$ cat src/rtl/gate_pkg.sv
// Shared types and constants for the gate frame builder.
// Sample width, frame length and magnitude ceiling live here.
package gate_pkg;

  localparam int DW        = 16;
  localparam int FRAME_LEN = 16;
  localparam int IDX_W     = $clog2(FRAME_LEN);

  typedef logic [DW-1:0] sample_t;
  typedef sample_t frame_t [FRAME_LEN];

  localparam sample_t MAG_MAX = 16'h7FFF;

endpackage

$ cat src/rtl/sat_abs.sv
// Signed sample to saturated magnitude plus sign bit.
// The most negative input clamps to the largest positive value.
module sat_abs #(
  parameter int DW = 16
) (
  input  logic [DW-1:0] x_i,
  output logic [DW-1:0] mag_o,
  output logic          sign_o
);

  logic [DW:0] ext;
  logic [DW:0] abs_v;

  assign ext    = {x_i[DW-1], x_i};
  assign abs_v  = ext[DW] ? -ext : ext;
  assign sign_o = x_i[DW-1];
  assign mag_o  = (abs_v[DW:DW-1] != 2'b00)
                ? {1'b0, {(DW-1){1'b1}}}
                : abs_v[DW-1:0];

endmodule

$ cat src/rtl/gate_frame_builder.sv
// Packs stereo magnitudes into ping-pong frame banks and
// hands complete frames to the gate over valid/ready.
module gate_frame_builder
  import gate_pkg::*;
#(
  parameter int FRAME_LEN = gate_pkg::FRAME_LEN,
  parameter int DW        = gate_pkg::DW
) (
  input  logic                 i_clk,
  input  logic                 i_rst,
  input  logic                 i_valid,
  input  logic [DW-1:0]        i_sample_l,
  input  logic [DW-1:0]        i_sample_r,
  input  logic                 i_frame_ready,
  input  logic                 i_clr_ovf,
  output logic                 o_frame_valid,
  output logic [DW-1:0]        o_seq_l [FRAME_LEN],
  output logic [DW-1:0]        o_seq_r [FRAME_LEN],
  output logic [FRAME_LEN-1:0] o_sign_l,
  output logic [FRAME_LEN-1:0] o_sign_r,
  output logic                 o_overflow,
  output logic [15:0]          o_drop_cnt
);

  localparam int IW = $clog2(FRAME_LEN);

  logic [DW-1:0]        mag_l, mag_r;
  logic                 sgn_l, sgn_r;

  logic [DW-1:0]        mag_l_q [2][FRAME_LEN];
  logic [DW-1:0]        mag_r_q [2][FRAME_LEN];
  logic [FRAME_LEN-1:0] sign_l_q [2];
  logic [FRAME_LEN-1:0] sign_r_q [2];

  logic [1:0]    full_q, full_d;
  logic          wr_bank_q, wr_bank_d;
  logic          rd_bank_q, rd_bank_d;
  logic [IW-1:0] wr_idx_q, wr_idx_d;
  logic          valid_q, valid_d;
  logic          ovf_q, ovf_d;
  logic [15:0]   cnt_q, cnt_d;
  logic          accept, drop, hs;

  sat_abs #(.DW(DW)) u_abs_l (
    .x_i    (i_sample_l),
    .mag_o  (mag_l),
    .sign_o (sgn_l)
  );

  sat_abs #(.DW(DW)) u_abs_r (
    .x_i    (i_sample_r),
    .mag_o  (mag_r),
    .sign_o (sgn_r)
  );

  // Free test uses current-state bank_full only
  assign accept = i_valid && !full_q[wr_bank_q];
  assign drop   = i_valid &&  full_q[wr_bank_q];
  assign hs     = valid_q && i_frame_ready;

  always_comb begin
    full_d    = full_q;
    wr_bank_d = wr_bank_q;
    rd_bank_d = rd_bank_q;
    wr_idx_d  = wr_idx_q;
    ovf_d     = ovf_q;
    cnt_d     = cnt_q;
    if (hs) begin
      full_d[rd_bank_q] = 1'b0;
      rd_bank_d         = ~rd_bank_q;
    end
    if (accept) begin
      wr_idx_d = wr_idx_q + 1'b1;
      if (wr_idx_q == IW'(FRAME_LEN-1)) begin
        full_d[wr_bank_q] = 1'b1;
        wr_bank_d         = ~wr_bank_q;
      end
    end
    if (i_clr_ovf) begin
      ovf_d = 1'b0;
      cnt_d = '0;
    end else if (drop) begin
      ovf_d = 1'b1;
      if (cnt_q != 16'hFFFF) cnt_d = cnt_q + 16'd1;
    end
    valid_d = full_d[rd_bank_d];
  end

  always_ff @(posedge i_clk) begin
    if (i_rst) begin
      full_q    <= '0;
      wr_bank_q <= 1'b0;
      rd_bank_q <= 1'b0;
      wr_idx_q  <= '0;
      valid_q   <= 1'b0;
      ovf_q     <= 1'b0;
      cnt_q     <= '0;
    end else begin
      full_q    <= full_d;
      wr_bank_q <= wr_bank_d;
      rd_bank_q <= rd_bank_d;
      wr_idx_q  <= wr_idx_d;
      valid_q   <= valid_d;
      ovf_q     <= ovf_d;
      cnt_q     <= cnt_d;
    end
  end

  always_ff @(posedge i_clk) begin
    if (i_rst) begin
      for (int b = 0; b < 2; b++) begin
        sign_l_q[b] <= '0;
        sign_r_q[b] <= '0;
        for (int k = 0; k < FRAME_LEN; k++) begin
          mag_l_q[b][k] <= '0;
          mag_r_q[b][k] <= '0;
        end
      end
    end else if (accept) begin
      mag_l_q[wr_bank_q][wr_idx_q]  <= mag_l;
      mag_r_q[wr_bank_q][wr_idx_q]  <= mag_r;
      sign_l_q[wr_bank_q][wr_idx_q] <= sgn_l;
      sign_r_q[wr_bank_q][wr_idx_q] <= sgn_r;
    end
  end

  assign o_frame_valid = valid_q;
  assign o_seq_l       = mag_l_q[rd_bank_q];
  assign o_seq_r       = mag_r_q[rd_bank_q];
  assign o_sign_l      = sign_l_q[rd_bank_q];
  assign o_sign_r      = sign_r_q[rd_bank_q];
  assign o_overflow    = ovf_q;
  assign o_drop_cnt    = cnt_q;

endmodule

$ cat config.mk
export PLATFORM = sky130hd
export DESIGN_NAME = gate_frame_builder
export DESIGN_NICKNAME = d
export VERILOG_FILES = /design/src/rtl/gate_pkg.sv /design/src/rtl/sat_abs.sv /design/src/rtl/gate_frame_builder.sv
export SDC_FILE = /design/constraint.sdc
export NUM_CORES = 1
export LEC_CHECK = 0
export BUFFER_PORTS_ARGS = -buffer_cell sky130_fd_sc_hd__buf_2
export CAP_MARGIN = 20
export CORE_MARGIN = 2
export CORE_UTILIZATION = 35
export DETAILED_ROUTE_END_ITERATION = 12
export HOLD_SLACK_MARGIN = 0.02
export PLACE_DENSITY = 0.53
export SYNTH_ARGS = -nofsm -noshare
export SYNTH_HDL_FRONTEND = slang
export SYNTH_SLANG_ARGS = --single-unit
$ cat constraint.sdc
create_clock -name i_clk -period 3.3 [get_ports i_clk]
set_input_delay 0.66 -clock i_clk [delete_from_list [all_inputs] [get_ports i_clk]]
set_output_delay 0.66 -clock i_clk [all_outputs]
set_load 0.02 [all_outputs]
# == Word-level counts from Yosys, hierarchy flattened ==
# Memory sizes are Yosys's and may differ from the RTL's. A register that Yosys moved wholly into a read port is not among the register bits.
# Cells that the tools add are included.
# word_totals
elab_cells,91
register_bits,26
memories,4
output_inout_bits,562
in_bits,37
mem_bits_rw,1088
# memory_table
memory,depth,width,read_ports,rd_clocked_by_memory_dff,write_ports,line,rtl
mag_l_q,2,256,1,1,2,gate_frame_builder.sv:30,logic [DW-1:0] mag_l_q [2][FRAME_LEN];
mag_r_q,2,256,1,1,2,gate_frame_builder.sv:31,logic [DW-1:0] mag_r_q [2][FRAME_LEN];
sign_l_q,2,16,1,1,2,gate_frame_builder.sv:32,logic [FRAME_LEN-1:0] sign_l_q [2];
sign_r_q,2,16,1,1,2,gate_frame_builder.sv:33,logic [FRAME_LEN-1:0] sign_r_q [2];
# classes
n_mux,42
addsub,4
n_bitwise,6
reduce_logical,17
eq_ne,2
n_lt_le_gt_ge,9
# ops
operator,n
two-way mux 256 bit,5
OR reduction 256 bit,2
two-way mux 16 bit,8
demux 16 bit (select 4 bit),1
two-way mux 17 bit,2
negator 17 bit,2
OR reduction 16 bit,2
two-way mux 1 bit,20
adder 16 x 1 -> 16 bit (second input constant),1
inequality test 16 bit (second input constant),1
logical AND 1 bit,7
< comparator 1 x 2 -> 1 bit (second input constant),3
two-way mux 2 bit,3
greater-or-equal comparator 5 bit (second input constant),1
< comparator 4 x 5 -> 1 bit (second input constant),1
< comparator 5 x 1 -> 1 bit (second input constant),1
inverter 4 -> 5 bit,1
adder 4 x 1 -> 4 bit (second input constant),1
demux 1 bit (select 4 bit),1
equality test 4 bit (second input constant),1
greater-or-equal comparator 4 x 1 -> 1 bit (second input constant),1
AND reduction 2 bit,2
nonzero test 2 bit,2
bitwise AND 2 bit,1
7 further kinds,10

# == Logic depth before layout (Yosys ltp) ==
# logic_depth
depth_word,12
ltp_mapped,8
mapped_depth_nobuf,7

# == Hierarchy ==
# Synthesis repeated with hierarchy kept, for this count alone.
# hier_totals
hier_cells,2884
hier_area_um2,46296.9
# by_module_without_submodules
mod,n_inst,cells_per_inst,area_per_inst_um2,seq_area_each_um2
gate_frame_builder,1,2742,45361.0,33191.8
sat_abs,2,71,467.9,0.0

# == Worst setup path before layout ==
# No wires, ideal clock.
# synth_timing
kind,register to register
from,register wr_bank_q
to,memory mag_l_q[1][208] in the netlist's numbering (enable)
synth_period_minus_slack_ps,2964
t_required_ps,2912
path_buffers,3
path_slack_ps,336
stages_incl_launch_ff,8
setup_time_ps,388
arrival_ps,2576
cell_sequence,dfxtp_1 -> clkbuf_1 -> mux2_2 -> nor2_2 -> and2_1 -> clkbuf_1 -> clkbuf_1 -> a21o_1
# synth_rtl
element,line,rtl
"start, declared",gate_frame_builder.sv:36,"logic wr_bank_q, wr_bank_d;"
"start signal, assigned",gate_frame_builder.sv:100,wr_bank_q <= wr_bank_d;
"end, declared",gate_frame_builder.sv:30,

==> results.md <==
- 0.03441 ns — worst clock skew
- in -> reg — Hold WC Path Type
- 27470 — count of vias placed by the detailed router
- 4 — cell count of the worst hold path
- full_q[1]$_SDFF_PP0_ — Worst Hold End
- 0.3538 — initial cell density of the core
- 5 — number of cells on the worst reg-to-reg path
- 102.0 mm — HPWL reported at the end of detailed placement
- 0 — number of slew-limit violations in the final report
- completed — run status
- 361.0 um — die extent in y
- 0 — number of buffers added for setup after CTS
- 12 — number of antenna violations at the first check in global routing
- 0.43 ns — Reg2Reg Setup Slack
- 0 — quantity of gates resized following cts
- false — unrepaired setup endpoints after global routing
- 212.8 mm — wire length of the first global-routing pass
- 26910 — via count of the first global-routing pass
- 0 — residual antenna-violating net count after detailed routing
- 15.91 um^2 — Mean Syn Cell Area
- 438.1 uV — VDD IR-drop max
- 2.47 ns — Worst Path Arrival
- 2804 — Gate Count Post-Synth
- 0.02185 uW — leakage dissipation
- 28.81 um — routed length per instance
- 0 — detailed-route DRC error count
- 0.7442 — register area share after synthesis
- 153.7 mm — overall routed net length
- 0 — max-cap violations
- 5336 — non-filler cells, final
- wr_bank_q$_SDFFE_PP0P_ — FF-to-FF Start
- i_frame_ready — HP Start
- 59 — largest net degree at the start of global routing
- 0.4359 — share of final-layout standard cells stronger than drive strength 1
- reg -> out — Critical Setup Path Class
- sky130_fd_sc_hd__edfxtp_1 — main flop type after synthesis
- 599 — Top Ports
- 578.5 mW/mm^2 — power per standard cell area
- 361.0 um — DIE WIDTH
- sky130_fd_sc_hd__edfxtp_1 — most used standard cell by instance count after synthesis
- 5 — number of detailed-routing iterations run before antenna repair
- output pin — type of element capturing the critical path
- 1.058 ns — measured slew at the worst slew-check pin
- 1088 x sky130_fd_sc_hd__edfxtp_1, 627 x sky130_fd_sc_hd__nor2_1, 546 x sky130_fd_sc_hd__mux2_2 — list of most frequent post-synthesis cells
- 598 — # port buffers
- 3.130 ns — final critical path time including I/O delays and setup
- 0 — Hold Buf Count CTS
- sky130_fd_sc_hd__edfxtp_1 — leading area contributor after synthesis
- sky130_fd_sc_hd__edfxtp_1 73%, sky130_fd_sc_hd__mux2_2 14%, sky130_fd_sc_hd__nor2_1 5.3% — top area cells in the synthesized netlist
- 1088 — count of flip-flops with a built-in enable after synthesis
- yes — TritonCTS clock tree
- 0.2939 — Slew HR
- 5115 — DP Cell Count
- 1114 — number of storage elements in the synthesis netlist
- 0.1303 mm^2 — Die ar.
- 0.06 ns — Worst-path clk slew
- mag_r_q[1][173]$_DFFE_PP_ — worst reg2reg endpoint
- 59 — count of cell types in the netlist
- 0.3195 GHz — Fmax
- 0 — fraction of registers with async set or reset after synthesis
- 3 — CTS Buffer Depth
- 24.43% — area growth from synthesis to layout
- 3629 — net count of the finished layout
- 0 — Final Hold Viols
- 0.04460 mm^2 — cell area after synthesis
- 0.7326 — fraction of synthesized cell area taken by the top area cell type
- 1114 — CTS sink count
- 2.64 ns — Req. time, crit path
- 0 — number of failing setup endpoints in the final timing report
- 0.2451 ns — placement-stage worst setup slack
- 0.9486 — fin crit share
- 0.1697 ns — fin worst setup slack
- register — startpoint type of the worst setup path
- 5.147 — Vias/cell
- 2275 — first-iteration detailed-routing DRC count
- 0.8462 — routability cong.
- 29 — maximum fanout along the worst path
- 130 — standard-cell rows
- 0 — GRT overflow
- 0.1261 mm^2 — CORE AREA
- sky130_fd_sc_hd__clkbuf_16 — clock root buffer
- 0 — warning count from the yosys run
- 0 ns — sum of negative setup slack
- 0.71 ns — later-pin clock latency in the skew report
- 3 — deepest level of the CTS H-tree
- 118 — number of buffers created by CTS
- 0.2320 — GRT Util Overall
==> registers in the layout, indices dropped and copies added, names as in the netlist <==
| name | flops |
|---|---|
| o_drop_cnt | 16 |
| mag_r_q | 512 |
| mag_l_q | 512 |
| rd_bank_q | 1 |
| o_overflow | 1 |
| wr_idx_q | 4 |
| wr_bank_q | 1 |
| full_q | 2 |
| o_frame_valid | 1 |
| sign_r_q | 32 |
| sign_l_q | 32 |
==> power breakdown <==
group | leakage [uW] | switching [uW] | internal [uW]
combinational | 0.00864 | 1950 | 734
sequential | 0.0114 | 163 | 16300
clock | 0.00181 | 5610 | 7340
==> critical path: stages, from the launching register on <==
cell,delay [ns]
sky130_fd_sc_hd__dfxtp_4,0.58
sky130_fd_sc_hd__buf_12,0.28
sky130_fd_sc_hd__buf_12,0.23
sky130_fd_sc_hd__mux2_2,0.41
sky130_fd_sc_hd__buf_2,0.17
==> metal layers <==
layer  track usage  routed length, um
met1        0.3089              65130
met2        0.3944              76510
met3       0.03171               8055
met4       0.06932               4019
met5             0                 39
==> logic make-up after synthesis <==
kind of cell / after synthesis / synth area share
multiplexers: 548 / 0.1383
flip-flops: 1114 / 0.7442
AND/OR/NAND/NOR: 820 / 0.07827
buffers and inverters: 199 / 0.01706
AO/OA/AOI/OAI: 87 / 0.01459
XOR/XNOR: 28 / 0.005499
other: 1 / 0.00008408
adder cells (fa/ha/maj): 7 / 0.001964
==> metrics by stage <==
stage	utilization	cell area (um^2)	total power [uW]	hold WS (ns)
2_1_floorplan	-	44840	17940	0.4462
3_3_place_gp	0.4105	51740	19460	0.4704
3_5_place_dp	0.4105	51740	19490	0.4756
4_1_cts	0.4401	55480	32400	0.2131
5_1_grt	0.4402	55490	33090	0.2894
6_report	0.4402	55490	32100	0.2704
==> cell usage in the layout (no fill, tap or decap), types with 25 or more instances in the layout <==
cell type / instances
sky130_fd_sc_hd__nor2_1: 589
sky130_fd_sc_hd__buf_2: 598
sky130_fd_sc_hd__and3_1: 33
sky130_fd_sc_hd__clkbuf_16: 120
sky130_fd_sc_hd__buf_12: 56
sky130_fd_sc_hd__dfxtp_1: 25
sky130_fd_sc_hd__edfxtp_1: 1088
sky130_fd_sc_hd__conb_1: 64
sky130_fd_sc_hd__clkinv_1: 28
sky130_fd_sc_hd__mux2_2: 546
sky130_fd_sc_hd__nor2_2: 25
sky130_fd_sc_hd__nand2_1: 26
sky130_fd_sc_hd__buf_4: 128
==> cell type report <==
class / instances / area [um^2]
clock buffer: 147 / 3134
fill: 11360 / 70560
sequential: 1114 / 33200
tap: 1650 / 2064
multi-input combinational: 1554 / 11350
inverter: 15 / 56.30
timing repair buffer: 782 / 5075
clock inverter: 68 / 601.8
antenna: 6 / 15.01
==> worst max path at each step <==
stage	startpoint	endpoint	slack (ns)	cells past startpoint
4_1_cts	rd_bank_q$_SDFF_PP0_	o_seq_r[28]	0.06	4
3_5_place_dp	i_sample_r[5]	mag_r_q[1][215]$_DFFE_PP_	0.25	8
5_1_grt	rd_bank_q$_SDFF_PP0_	o_seq_r[28]	0.06	4
2_1_floorplan	wr_bank_q$_SDFFE_PP0P_	mag_l_q[1][208]$_DFFE_PP_	0.34	7
3_3_place_gp	i_sample_r[5]	mag_r_q[1][183]$_DFFE_PP_	0.24	8
6_report	rd_bank_q$_SDFF_PP0_	o_seq_r[108]	0.17	4
Power figures use the tool's default switching activity.
